## src/rtl/aux_run_sequencer_if.sv

```systemverilog
// Run-control bundle between the board/core side and the run sequencer.
// Inputs: resume/step buttons (raw), budget, halt, pc, bp_addr.
// Outputs: en, state, run_cnt, stop_cause; master = sequencer side.
interface aux_run_sequencer_if #(
  parameter int CntBit = 32
);
  logic              resume;
  logic              step;
  logic [CntBit-1:0] budget;
  logic              halt;
  logic [31:0]       pc;
  logic [31:0]       bp_addr;
  logic              en;
  logic [1:0]        state;
  logic [CntBit-1:0] run_cnt;
  logic [1:0]        stop_cause;

  modport master (
    input  resume, step, budget, halt, pc, bp_addr,
    output en, state, run_cnt, stop_cause
  );

  modport slave (
    output resume, step, budget, halt, pc, bp_addr,
    input  en, state, run_cnt, stop_cause
  );
endinterface

```

## src/rtl/aux_run_sequencer.sv

```systemverilog
// Run-control sequencer: debounced resume/step buttons drive the core enable.
// Latency: press to state change is 3 + DebounceCnt cycles; en is a pure state decode.
// Backpressure: none; halt/breakpoint/budget stop the core after the current cycle.
// Ports: clk, rst (async active-high), bus (aux_run_sequencer_if.master).
// Optional feature: define AUX_SEQ_BREAKPOINT_EN to stop RUN on pc == bp_addr.
module aux_run_sequencer #(
  parameter int DebounceCnt = 16,
  parameter int CntBit      = 32
) (
  input  logic                  clk,
  input  logic                  rst,
  aux_run_sequencer_if.master   bus
);

  localparam int DbW = $clog2(DebounceCnt + 1);

  typedef enum logic [1:0] {
    IDLE    = 2'b00,
    RUN     = 2'b01,
    STEP    = 2'b10,
    STOPPED = 2'b11
  } state_t;

  // Button paths, bit 0 = resume, bit 1 = step.
  logic [1:0]          sync1, sync2, deb, pulse;
  logic [1:0][DbW-1:0] db_cnt;
  logic                rp, sp;

  always_ff @(posedge clk or posedge rst) begin
    if (rst) begin
      sync1  <= '0;
      sync2  <= '0;
      deb    <= '0;
      pulse  <= '0;
      db_cnt <= '0;
    end else begin
      sync1 <= {bus.step, bus.resume};
      sync2 <= sync1;
      pulse <= '0;
      for (int i = 0; i < 2; i++) begin
        if (sync2[i] == deb[i]) begin
          db_cnt[i] <= '0;
        end else if (db_cnt[i] == DbW'(DebounceCnt)) begin
          deb[i]    <= ~deb[i];
          db_cnt[i] <= '0;
          // Pulse only on the rising flip; it is high in the cycle the level rises.
          pulse[i]  <= ~deb[i];
        end else begin
          db_cnt[i] <= db_cnt[i] + DbW'(1);
        end
      end
    end
  end

  assign rp = pulse[0];
  assign sp = pulse[1];

  state_t            state_q, state_d;
  logic [CntBit-1:0] cnt_q, cnt_d, cnt_inc;
  logic [1:0]        cause_q, cause_d;
  logic              bp_hit;

  assign cnt_inc = cnt_q + CntBit'(1);

`ifdef AUX_SEQ_BREAKPOINT_EN
  // first_q marks the first RUN cycle of a segment so a resume from a
  // breakpoint steps past the matching pc instead of re-stopping on it.
  logic first_q;

  assign bp_hit = ~first_q & (bus.pc == bus.bp_addr);

  always_ff @(posedge clk or posedge rst) begin
    if (rst) first_q <= 1'b0;
    else     first_q <= (state_d == RUN) && (state_q != RUN);
  end
`else
  logic unused_bp;
  assign unused_bp = ^{bus.pc, bus.bp_addr};
  assign bp_hit    = 1'b0;
`endif

  always_ff @(posedge clk or posedge rst) begin
    if (rst) begin
      state_q <= IDLE;
      cnt_q   <= '0;
      cause_q <= 2'd0;
    end else begin
      state_q <= state_d;
      cnt_q   <= cnt_d;
      cause_q <= cause_d;
    end
  end

  always_comb begin
    state_d = state_q;
    cnt_d   = cnt_q;
    cause_d = cause_q;
    case (state_q)
      IDLE: begin
        if (rp) begin
          state_d = RUN;
          cnt_d   = '0;
        end else if (sp) begin
          state_d = STEP;
        end
      end
      RUN: begin
        cnt_d = cnt_inc;
        // A passed budget (wrap or late change) never equals cnt_inc again
        // before wrapping, so it is simply not hit in this segment.
        if (bus.halt) begin
          state_d = STOPPED;
          cause_d = 2'd1;
        end else if (bp_hit) begin
          state_d = STOPPED;
          cause_d = 2'd3;
        end else if ((bus.budget != '0) && (cnt_inc == bus.budget)) begin
          state_d = STOPPED;
          cause_d = 2'd2;
        end else if (rp) begin
          state_d = STOPPED;
          cause_d = 2'd0;
        end
      end
      STEP: begin
        cnt_d   = cnt_inc;
        state_d = STOPPED;
        cause_d = bus.halt ? 2'd1 : 2'd0;
      end
      STOPPED: begin
        if (rp) begin
          state_d = RUN;
          cnt_d   = '0;
          cause_d = 2'd0;
        end else if (sp) begin
          state_d = STEP;
          cause_d = 2'd0;
        end
      end
      default: state_d = IDLE;
    endcase
  end

  assign bus.en         = (state_q == RUN) | (state_q == STEP);
  assign bus.state      = state_q;
  assign bus.run_cnt    = cnt_q;
  assign bus.stop_cause = cause_q;

endmodule

```

## src/flat_wrapper.sv

```systemverilog
// flat-port wrapper written by rule: the top's interface ports become plain ports
module aux_run_sequencer_flat 
#(
  parameter int DebounceCnt = 16,
  parameter int CntBit      = 32
)
  (clk, rst, bus_resume, bus_step, bus_budget, bus_halt, bus_pc, bus_bp_addr, bus_en, bus_state, bus_run_cnt, bus_stop_cause);
  aux_run_sequencer_if #(.CntBit(CntBit)) bus_i ();
  input  logic clk;
  input  logic rst;
  input wire logic [$bits(bus_i.resume)-1:0] bus_resume;
  input wire logic [$bits(bus_i.step)-1:0] bus_step;
  input wire logic [$bits(bus_i.budget)-1:0] bus_budget;
  input wire logic [$bits(bus_i.halt)-1:0] bus_halt;
  input wire logic [$bits(bus_i.pc)-1:0] bus_pc;
  input wire logic [$bits(bus_i.bp_addr)-1:0] bus_bp_addr;
  output wire logic [$bits(bus_i.en)-1:0] bus_en;
  output wire logic [$bits(bus_i.state)-1:0] bus_state;
  output wire logic [$bits(bus_i.run_cnt)-1:0] bus_run_cnt;
  output wire logic [$bits(bus_i.stop_cause)-1:0] bus_stop_cause;
  assign bus_i.resume = bus_resume;
  assign bus_i.step = bus_step;
  assign bus_i.budget = bus_budget;
  assign bus_i.halt = bus_halt;
  assign bus_i.pc = bus_pc;
  assign bus_i.bp_addr = bus_bp_addr;
  assign bus_en = bus_i.en;
  assign bus_state = bus_i.state;
  assign bus_run_cnt = bus_i.run_cnt;
  assign bus_stop_cause = bus_i.stop_cause;
  aux_run_sequencer #(.DebounceCnt(DebounceCnt), .CntBit(CntBit)) u_core (.clk(clk), .rst(rst), .bus(bus_i));
endmodule
```

## config.mk

```make
export PLATFORM = sky130hd
export DESIGN_NAME = aux_run_sequencer_flat
export DESIGN_NICKNAME = d
export VERILOG_FILES = /design/src/rtl/aux_run_sequencer_if.sv /design/src/rtl/aux_run_sequencer.sv /design/src/flat_wrapper.sv
export SDC_FILE = /design/constraint.sdc
export NUM_CORES = 1
export LEC_CHECK = 0
export CORE_MARGIN = 10
export CORE_UTILIZATION = 45
export DETAILED_ROUTE_END_ITERATION = 7
export PLACE_DENSITY = 0.76
export SYNTH_ARGS = -nofsm -noshare
export SYNTH_HDL_FRONTEND = slang
export SYNTH_SLANG_ARGS = --single-unit
```

## constraint.sdc

```tcl
create_clock -name clk -period 3.9 [get_ports clk]
set_input_delay 0.975 -clock clk [delete_from_list [all_inputs] [get_ports clk]]
set_output_delay 0.975 -clock clk [all_outputs]
set_load 0.01 [all_outputs]
```

==> impl_results.md, run 1 <==
- Run status: finished clean
- Synth Area in Adders: 0.0283
- H-Tree Depth: 2
- Non-Filler Instances: 659
- DRC viols: 0
- Synth Area in XOR/XNOR: 0.106
- Hold_buf cts: 0
- Buf/Inv on CP: 0
- Worst EP required: 4080 ps
- Sum Neg Setup Slack: 0 ps
- Crit path capture type: register
- PostCTS Resize Cnt: 0
- Slew HR: 0.413
- CP startpoint kind: register
- Die Span X: 114 um
- Die ar.: 13000 um2
- Post-synthesis cell count: 488
- Tmin final: 3570 ps
- CP Cell Sequence: ha_1, nand3_1, or4_1, nor3_2, mux2i_1, o2111ai_1, or4_4, a21oi_1, o22ai_1
- Synth async-reset ratio: 1.00
- I/O pins: 138
- Most common cell in the netlist: nand2_1
- Largest family of logic cells by synthesized area: simple AND/OR/NAND/NOR gates
- HP Class: reg2reg
- Final ANT Viol Nets: 0
- Synth cell count leaders: nand2_1 (61), dfrtp_1 (54), nor2_1 (43), o21ai_0 (38), xnor2_1 (32)
- Mux cell area share after synthesis: 0.0264
- Vias: 4103
- Post-CTS Setup Repair Bufs: 0
- Final setup fails: 0
- Synth area leader: dfrtp_1
- Top delay family on crit path: simple AND/OR/NAND/NOR gates
- RSZ-0062 raised after global routing: no
- Row count: 34
- Net Count, Synth: 598
- Vias in the first global route: 3919
- Area of the multi-input gates: 2440 um2
- Most common flop cell mapped by yosys: dfrtp_1
- Filler instances: 820
- Synthesis-to-finish area growth: 23.1%
- DR iter-0 viols: 521
- Worst vdd ir: 239 uV
- Synth Area in Compound Gates: 0.163
- Fmax: 0.280 GHz
- Most area-consuming cells after synthesis: dfrtp_1 (34%), xnor2_1 (7.0%), nand2_1 (5.8%), o21ai_0 (4.8%), nor4_1 (4.1%)
- Clock Latency Late Sink: 320 ps
- Mean area per synthesized cell: 8.15 um2
- Number of enable flip-flop cells after synthesis: 0
- Largest net degree at the start of global routing: 39
- Data arrival time of the critical path: 3760 ps
- Gr ovfl total: 0
- Drt total wl: 12300 um
- Routed wire per std cell: 18.7 um
- GR Util All Layers: 0.183
- Clock slew at reported path FFs: 100 ps
- Worst-Margin Slew: 873 ps
- First-pass GRT wire length: 20000 um
- Simple-gate share of the synthesized area: 0.291
- Port Buf Inserts: 73
- Top cell type's share of synthesized area: 0.340
- Part of the cycle the worst path needs: 0.916
- Vias/cell: 6.23
- Synth Cell Area: 3980 um2
- Clk buf depth: 2
- Drt pass-1 iters: 5
- Synth Register Bits: 54
- Synth Warn #: 0
- Final #Nets: 661
- Final-report hold violation count: 0
- Detailed placement HPWL: 9210 um
- Pwr Total: 1.29 mW
- Root buf cell: clkbuf_8
- Yosys cell types: 59
- Leakage: 1.86 nW
- Final slew viol count: 0
- Setup Skew: 14.9 ps
- Inst Count DP: 652
- Crit-path slowest cell: or4_1
- Number of max-cap violations: 0
- DIE HEIGHT: 114 um
- Slowest cell delay on critical path: 740 ps
- Sequential area share after synthesis: 0.340
- Power per cell area: 264 nW/um2
- Final instance area: 4900 um2
- Antenna diodes: 0
- TritonCTS clock tree: yes
- GPL Wtd Cong: 0.994
- Number of CTS-inserted buffers: 5
- FF+latch area: 1350 um2
- Core Footprint: 8680 um2
- Initial Util: 0.458
- Critical path type: reg2reg
- Share of layout cells above drive strength 1: 0.0599
- Initial antenna violation count: 0
- CP max FO: 8
- Clock Sinks: 54
- Post-DP Area: 4810 um2
==> through the flow <==
step / setup WS [ps] / util / hold WS, ps
CTS: 368 / 0.564 / 361
global placement: 298 / 0.554 / 336
floorplan: 628 / - / 331
global route: 51.9 / 0.564 / 383
detailed placement: 255 / 0.554 / 338
finish: 327 / 0.564 / 358
==> sequential cells by signal (all words and copies together) (netlist names) <==
name                   flops
u_core.sync1               2
u_core.sync2               2
u_core.bus.stop_cause      2
u_core.pulse               2
u_core.deb                 2
u_core.db_cnt             10
u_core.bus.state           2
u_core.bus.run_cnt        32
==> worst register-to-register path: cells and delay by family, from the launching register on <==
family / cells / cell delay [ps]
AOI/OAI and AO/OA: 3 / 440
adders and majority gates: 1 / 370
DFF: 1 / 500
muxes: 1 / 280
and+or+nand+nor: 4 / 1860
==> layout make-up <==
cell class              instances  area share
repair buffers                 85       0.168
clock buffers                   5      0.0141
clock inverters                 2     0.00307
multi-input cells             389       0.499
flip-flops and latches         54       0.276
well taps                     108      0.0276
inverters                      16      0.0123
==> power breakdown <==
part	internal, mW	switching [mW]	total, mW
Combinational	0.164	0.178	0.342
Sequential	0.587	0.0424	0.629
Clock	0.123	0.200	0.323
==> layer usage <==
metal | part of all wire | wire length (um) | up-vias | GRT usage
li1 | - | - | 1894 | -
met1 | 0.42 | 5220 | 1982 | 0.243
met2 | 0.47 | 5790 | 205 | 0.297
met3 | 0.086 | 1060 | 22 | 0.0289
met4 | 0.018 | 226 | 0 | 0.0568
met5 | 0 | 0 | - | 0
==> path summary, 6_finish.rpt <==
check	start	endpoint	slack [ps]	depth (start not counted)
worst max-delay path	u_core.bus.run_cnt[1]$_DFFE_PP0P_	u_core.bus.stop_cause[0]$_DFFE_PP0P_	330	9
worst min-delay path	u_core.sync1[0]$_DFF_PP0_	u_core.sync2[0]$_DFF_PP0_	360	0
worst max register to register	u_core.bus.run_cnt[1]$_DFFE_PP0P_	u_core.bus.stop_cause[0]$_DFFE_PP0P_	330	9
worst min register to register	u_core.sync1[0]$_DFF_PP0_	u_core.sync2[0]$_DFF_PP0_	360	0
max in group asynchronous	rst	u_core.bus.run_cnt[16]$_DFFE_PP0P_	2100	3
min in group asynchronous	rst	u_core.bus.state[0]$_DFFE_PP0P_	1030	2
==> kinds of logic (layout without fill, tap and decap cells) <==
kind of cell    after synthesis  count (layout)
simple gates                221             221
compound gates              101             101
flops                        54              54
xor+xnor                     48              48
buf+inv                      45             108
mux                          10              10
fa+ha+maj                     9               9
==> placed cells by master, fill, tap and decap left out, drive strengths merged, types with 21 or more instances in the layout <==
cell           synthesis  routed
nor4                  27      27
nand4                 21      21
nand2                 62      62
clkdlybuf4s50          0      73
nor2                  43      43
xnor2                 32      32
nand3                 21      21
o21ai                 38      38
dfrtp                 54      54
No activity file was read; power rests on OpenSTA's default activity.
==> inputs of run 2 (changes only) <==
--- a/config.mk
+++ b/config.mk
@@ -9,6 +9,7 @@
 export CORE_UTILIZATION = 45
 export DETAILED_ROUTE_END_ITERATION = 7
 export PLACE_DENSITY = 0.76
+export SETUP_SLACK_MARGIN = 0.5
 export SYNTH_ARGS = -nofsm -noshare
 export SYNTH_HDL_FRONTEND = slang
 export SYNTH_SLANG_ARGS = --single-unit
==> run 2 against run 1 <==
- maximum frequency increased by 8.5%
- combinational power increased by 4%
- highest routed layer unchanged
- largest power group unchanged
- power increased by 1.3%
- critical path type unchanged
==> impl_results.md, run 2 (synthesis results as in run 1) <==
- Run status: finished clean
- Vias: 4104
- DR iter-0 viols: 403
- Clock Latency Late Sink: 320 ps
- I/O pins: 138
- Synthesis-to-finish area growth: 24.0%
- Final slew viol count: 0
- Die ar.: 13000 um2
- Leakage: 1.86 nW
- Clock slew at reported path FFs: 100 ps
- Inst Count DP: 652
- Worst r2r path cells: 8
- Most frequent cells in the layout: clkdlybuf4s50_1 (73), nand2_1 (61), dfrtp_1 (53)
- Worst vdd ir: 242 uV
- Worst EP required: 4080 ps
- Non-Filler Instances: 659
- GPL Wtd Cong: 0.994
- Largest net degree at the start of global routing: 39
- Setup Skew: 13.1 ps
- Number of max-cap violations: 0
- Max reg flops: 32
- CP startpoint kind: register
- Clock Sinks: 54
- Worst-Margin Slew: 891 ps
- Crit path capture type: register
- Number of CTS-inserted buffers: 5
- Part of the cycle the worst path needs: 0.844
- Worst hold start: u_core.sync1[0]$_DFF_PP0_
- CP max FO: 12
- Drt total wl: 12300 um
- Final core area utilization: 0.568
- Row count: 34
- Antenna diodes: 0
- Final #Nets: 661
- Detailed placement HPWL: 9210 um
- Vias in the first global route: 3916
- DRC viols: 0
- Data arrival time of the critical path: 3480 ps
- HP Class: reg2reg
- Worst Hold Endpoint: u_core.sync2[0]$_DFF_PP0_
- Hold_buf cts: 0
- Tmin final: 3290 ps
- Fmax: 0.304 GHz
- Setup WS pre-CTS: 255 ps
- Critical path type: reg2reg
- Core Footprint: 8680 um2
- Slew HR: 0.406
- TritonCTS clock tree: yes
- Initial antenna violation count: 0
- Share of layout cells above drive strength 1: 0.0708
- Filler instances: 812
- Gr ovfl total: 0
- Die Span X: 114 um
- RSZ-0062 raised after global routing: no
- R2R Setup Slk: 610 ps
- Final-report hold violation count: 0
- Clk buf depth: 2
- Sum Neg Setup Slack: 0 ps
- First-pass GRT wire length: 20100 um
- Final ANT Viol Nets: 0
- Final setup fails: 0
- Power per cell area: 266 nW/um2
- H-Tree Depth: 2
- Final WS setup: 607 ps
- R2r startpoint: u_core.bus.run_cnt[4]$_DFFE_PP0P_
- Routed wire per std cell: 18.6 um
- Drt pass-1 iters: 5
- Initial Util: 0.458
- R2R Path End: u_core.bus.stop_cause[0]$_DFFE_PP0P_
- Root buf cell: clkbuf_8
- Min-Delay Path Depth: 0
- Vias/cell: 6.23
- DIE HEIGHT: 114 um
- GR Util All Layers: 0.183
- Commonest non-fill, non-tap cell in the layout: clkdlybuf4s50_1
- Port Buf Inserts: 73
## run 2: cell counts in the layout (fill, tap and decap cells not counted)
No cell type changed its count.
## run 2: metrics by stage
stage / area (um2) / hold WS, ps / total power, mW
2_1_floorplan: 3980 / 331 / 0.824
3_3_place_gp: 4810 / 336 / 0.967
3_5_place_dp: 4810 / 338 / 0.978
4_1_cts: 4900 / 361 / 1.30
5_1_grt: 4930 / 383 / 1.37
6_report: 4930 / 358 / 1.31
## run 2: area by class of cell
class                           count  area [um2]  area share
Clock buffer                        5        68.8      0.0139
Clock inverter                      2        15.0     0.00304
Inverter                           16        60.1      0.0122
Multi-Input combinational cell    389        2480       0.503
Sequential cell                    54        1350       0.274
Tap cell                          108         135      0.0274
Timing Repair Buffer               85         821       0.166
## run 2: critical path, cell delays in order, from the launching register on
cell and delay, ps:
dfrtp_1 620, nand2_2 220, or4_4 660, nor3_2 380
mux2i_1 290, o2111ai_1 190, or4_4 550, a21oi_1 170
o22ai_1 80
## run 2: how the worst max path moves through the flow
| stage | to | start | cells past startpoint |
|---|---|---|---|
| global route | u_core.bus.stop_cause[0]$_DFFE_PP0P_ | u_core.bus.run_cnt[4]$_DFFE_PP0P_ | 8 |
| CTS | u_core.bus.stop_cause[0]$_DFFE_PP0P_ | u_core.bus.run_cnt[1]$_DFFE_PP0P_ | 11 |
| global placement | u_core.bus.stop_cause[0]$_DFFE_PP0P_ | bus_budget[26] | 9 |
| detailed placement | u_core.bus.stop_cause[0]$_DFFE_PP0P_ | bus_budget[7] | 9 |
| finish | u_core.bus.stop_cause[0]$_DFFE_PP0P_ | u_core.bus.run_cnt[4]$_DFFE_PP0P_ | 8 |
| floorplan | u_core.bus.stop_cause[0]$_DFFE_PP0P_ | u_core.bus.run_cnt[1]$_DFFE_PP0P_ | 10 |
## run 2: routing by layer
metal  share of wire  wire length (um)  GRT usage
met1            0.42              5140      0.243
met2            0.47              5800      0.298
met3           0.093              1150     0.0289
met4           0.016               194     0.0551
met5               0                 0          0
## run 2: repair_timing
item	CTS	global route
pin swaps	0	0
setup buffers	0	0
setup endpoints to repair	4	4
gates resized for setup	4	4
## run 2: report_power, final
part	total (mW)	internal (mW)	switching (mW)
registers	0.636	0.588	0.0478
clock network	0.321	0.123	0.198
logic	0.355	0.176	0.179
total	1.31	0.887	0.424
==> inputs of run 3 (changes only) <==
==> constraint.sdc (replaced) <==
create_clock -name clk -period 3.2 [get_ports clk]
set_input_delay 0.8 -clock clk [delete_from_list [all_inputs] [get_ports clk]]
set_output_delay 0.8 -clock clk [all_outputs]
set_load 0.01 [all_outputs]
==> run 3 against run 2 <==
- die area stayed put
- core utilization grew 7.6 points
- combinational power grew 53%
- highest routed layer unchanged
- non-clock buffer count increased by 45
- global-route usage increased by 1.6 points
- worst hold slack gained 4.6 ps
- setup slack got worse by 210 ps
- critical path depth is the same
- critical path type unchanged
- power up 32%
==> impl_results.md, run 3 (synthesis results as in run 1) <==
- Clock Latency Late Sink: 320 ps
- Worst EP required: 3390 ps
- DIE HEIGHT: 114 um
- Internal power: 1.16 mW
- RSZ-0062 raised after global routing: yes
- Final-report hold violation count: 0
- Tmin final: 2800 ps
- Vias/cell: 6.11
- Routed wire per std cell: 19.0 um
- Fmax: 0.357 GHz
- Root buf cell: clkbuf_8
- Crit path capture type: register
- Most frequent cells in the layout: clkdlybuf4s50_1 (65), nand2_1 (61), buf_4 (55)
- DR iter-0 viols: 299
- Vias in the first global route: 4293
- Data arrival time of the critical path: 2990 ps
- Max reg flops: 32
- Worst-Margin Slew: 897 ps
- TritonCTS clock tree: yes
- Die Span X: 114 um
- Drt total wl: 13400 um
- Port Buf Inserts: 73
- Setup Skew: 6.32 ps
- Clk pwr share: 0.249
- I/O pins: 138
- Final slew viol count: 0
- Final ANT Viol Nets: 0
- Slew HR: 0.402
- Share of layout cells above drive strength 1: 0.216
- Initial antenna violation count: 0
- Initial Util: 0.458
- R2R Setup Slk: 400 ps
- CP Cell Sequence: nand2_1, or4_4, nor3_4, mux2i_1, o2111ai_1, or4_4, a21oi_2, o22ai_1
- Worst r2r path cells: 8
- Final #Nets: 706
- Clock slew at reported path FFs: 110 ps
- First-pass GRT wire length: 21500 um
- Leakage: 2.29 nW
- HP Class: reg2reg
- Final WS setup: 397 ps
- Switching Fraction: 0.329
- DRC viols: 0
- Detailed placement HPWL: 9730 um
- Part of the cycle the worst path needs: 0.876
- Power per cell area: 309 nW/um2
- Die ar.: 13000 um2
- CP max FO: 7
- P_sw: 568 uW
- Most frequent CP cell: or4_4
- Number of CTS-inserted buffers: 5
- Run status: finished clean
- Hold_buf cts: 0
- Slowest cell delay on critical path: 620 ps
- Synthesis-to-finish area growth: 40.5%
- Clk buf depth: 2
- H-Tree Depth: 2
- Antenna diodes: 0
- Row count: 34
- WHS: 363 ps
- GPL Wtd Cong: 0.943
- Critical path type: reg2reg
- Sequential power share: 0.437
- Largest net degree at the start of global routing: 39
- Combinational Power Share: 0.315
- GR Util All Layers: 0.199
- Vias: 4311
- Crit-path slowest cell: or4_4
- Min-Delay Path Depth: 0
- Drt pass-1 iters: 5
- Pwr Total: 1.73 mW
- Setup WS pre-CTS: -199 ps
- Final setup fails: 0
- Number of max-cap violations: 0
- Worst vdd ir: 170 uV
- Gr ovfl total: 0
- Core Footprint: 8680 um2
- CP startpoint kind: register
- Clock Sinks: 54
- Commonest non-fill, non-tap cell in the layout: clkdlybuf4s50_1
## run 3: power by group through the flow
| stage | sequential, mW | clock, mW | combinational (mW) |
|---|---|---|---|
| 2_1_floorplan | 0.777 | 0 | 0.261 |
| 3_3_place_gp | 0.763 | 0 | 0.477 |
| 3_5_place_dp | 0.765 | 0 | 0.489 |
| 4_1_cts | 0.755 | 0.435 | 0.506 |
| 5_1_grt | 0.762 | 0.467 | 0.587 |
| 6_report | 0.755 | 0.429 | 0.543 |
## run 3: worst max-delay path: cells and delay by family (launching register included)
kind | cells | cell delay (ps)
muxes | 1 | 220
AOI/OAI and AO/OA | 3 | 420
DFF | 1 | 450
and+or+nand+nor | 4 | 1580
## run 3: area by class of cell
cell class / instances / area (um2)
Fill cell: 754 / 3090
Multi-Input combinational cell: 389 / 2740
Sequential cell: 54 / 1370
Timing Repair Buffer: 130 / 1190
Tap cell: 108 / 135
Clock buffer: 6 / 82.6
Inverter: 16 / 60.1
Clock inverter: 2 / 16.3
## run 3: routing by layer
layer	vias up	track usage	share of wire
li1	1982	-	-
met1	2088	0.255	0.42
met2	218	0.323	0.47
met3	23	0.0514	0.093
met4	0	0.0551	0.018
met5	-	0	0
## run 3: final timing paths
path	start	to
max	u_core.bus.run_cnt[6]$_DFFE_PP0P_	u_core.bus.stop_cause[0]$_DFFE_PP0P_
min	u_core.sync1[1]$_DFF_PP0_	u_core.sync2[1]$_DFF_PP0_
max reg2reg	u_core.bus.run_cnt[6]$_DFFE_PP0P_	u_core.bus.stop_cause[0]$_DFFE_PP0P_
min reg2reg	u_core.sync1[1]$_DFF_PP0_	u_core.sync2[1]$_DFF_PP0_
max in group asynchronous	rst	u_core.pulse[1]$_DFF_PP0_
min in group asynchronous	rst	u_core.bus.run_cnt[0]$_DFFE_PP0P_
## run 3: timing repair
action,in CTS,in global routing
endpoints found under the setup margin,4,4
setup buffers,10,10
pin swaps,10,28
gates resized for setup,15,35
## run 3: through the flow
stage / TNS, ps / std cells / instance area [um2] / util
final: 0 / 705 / 5590 / 0.644
after floorplan: 0 / 488 / 4120 / -
after CTS: 0 / 695 / 5360 / 0.618
after global routing: 0 / 705 / 5590 / 0.644
after detailed placement: -631 / 677 / 5110 / 0.589
after global placement: -329 / 677 / 5110 / 0.589
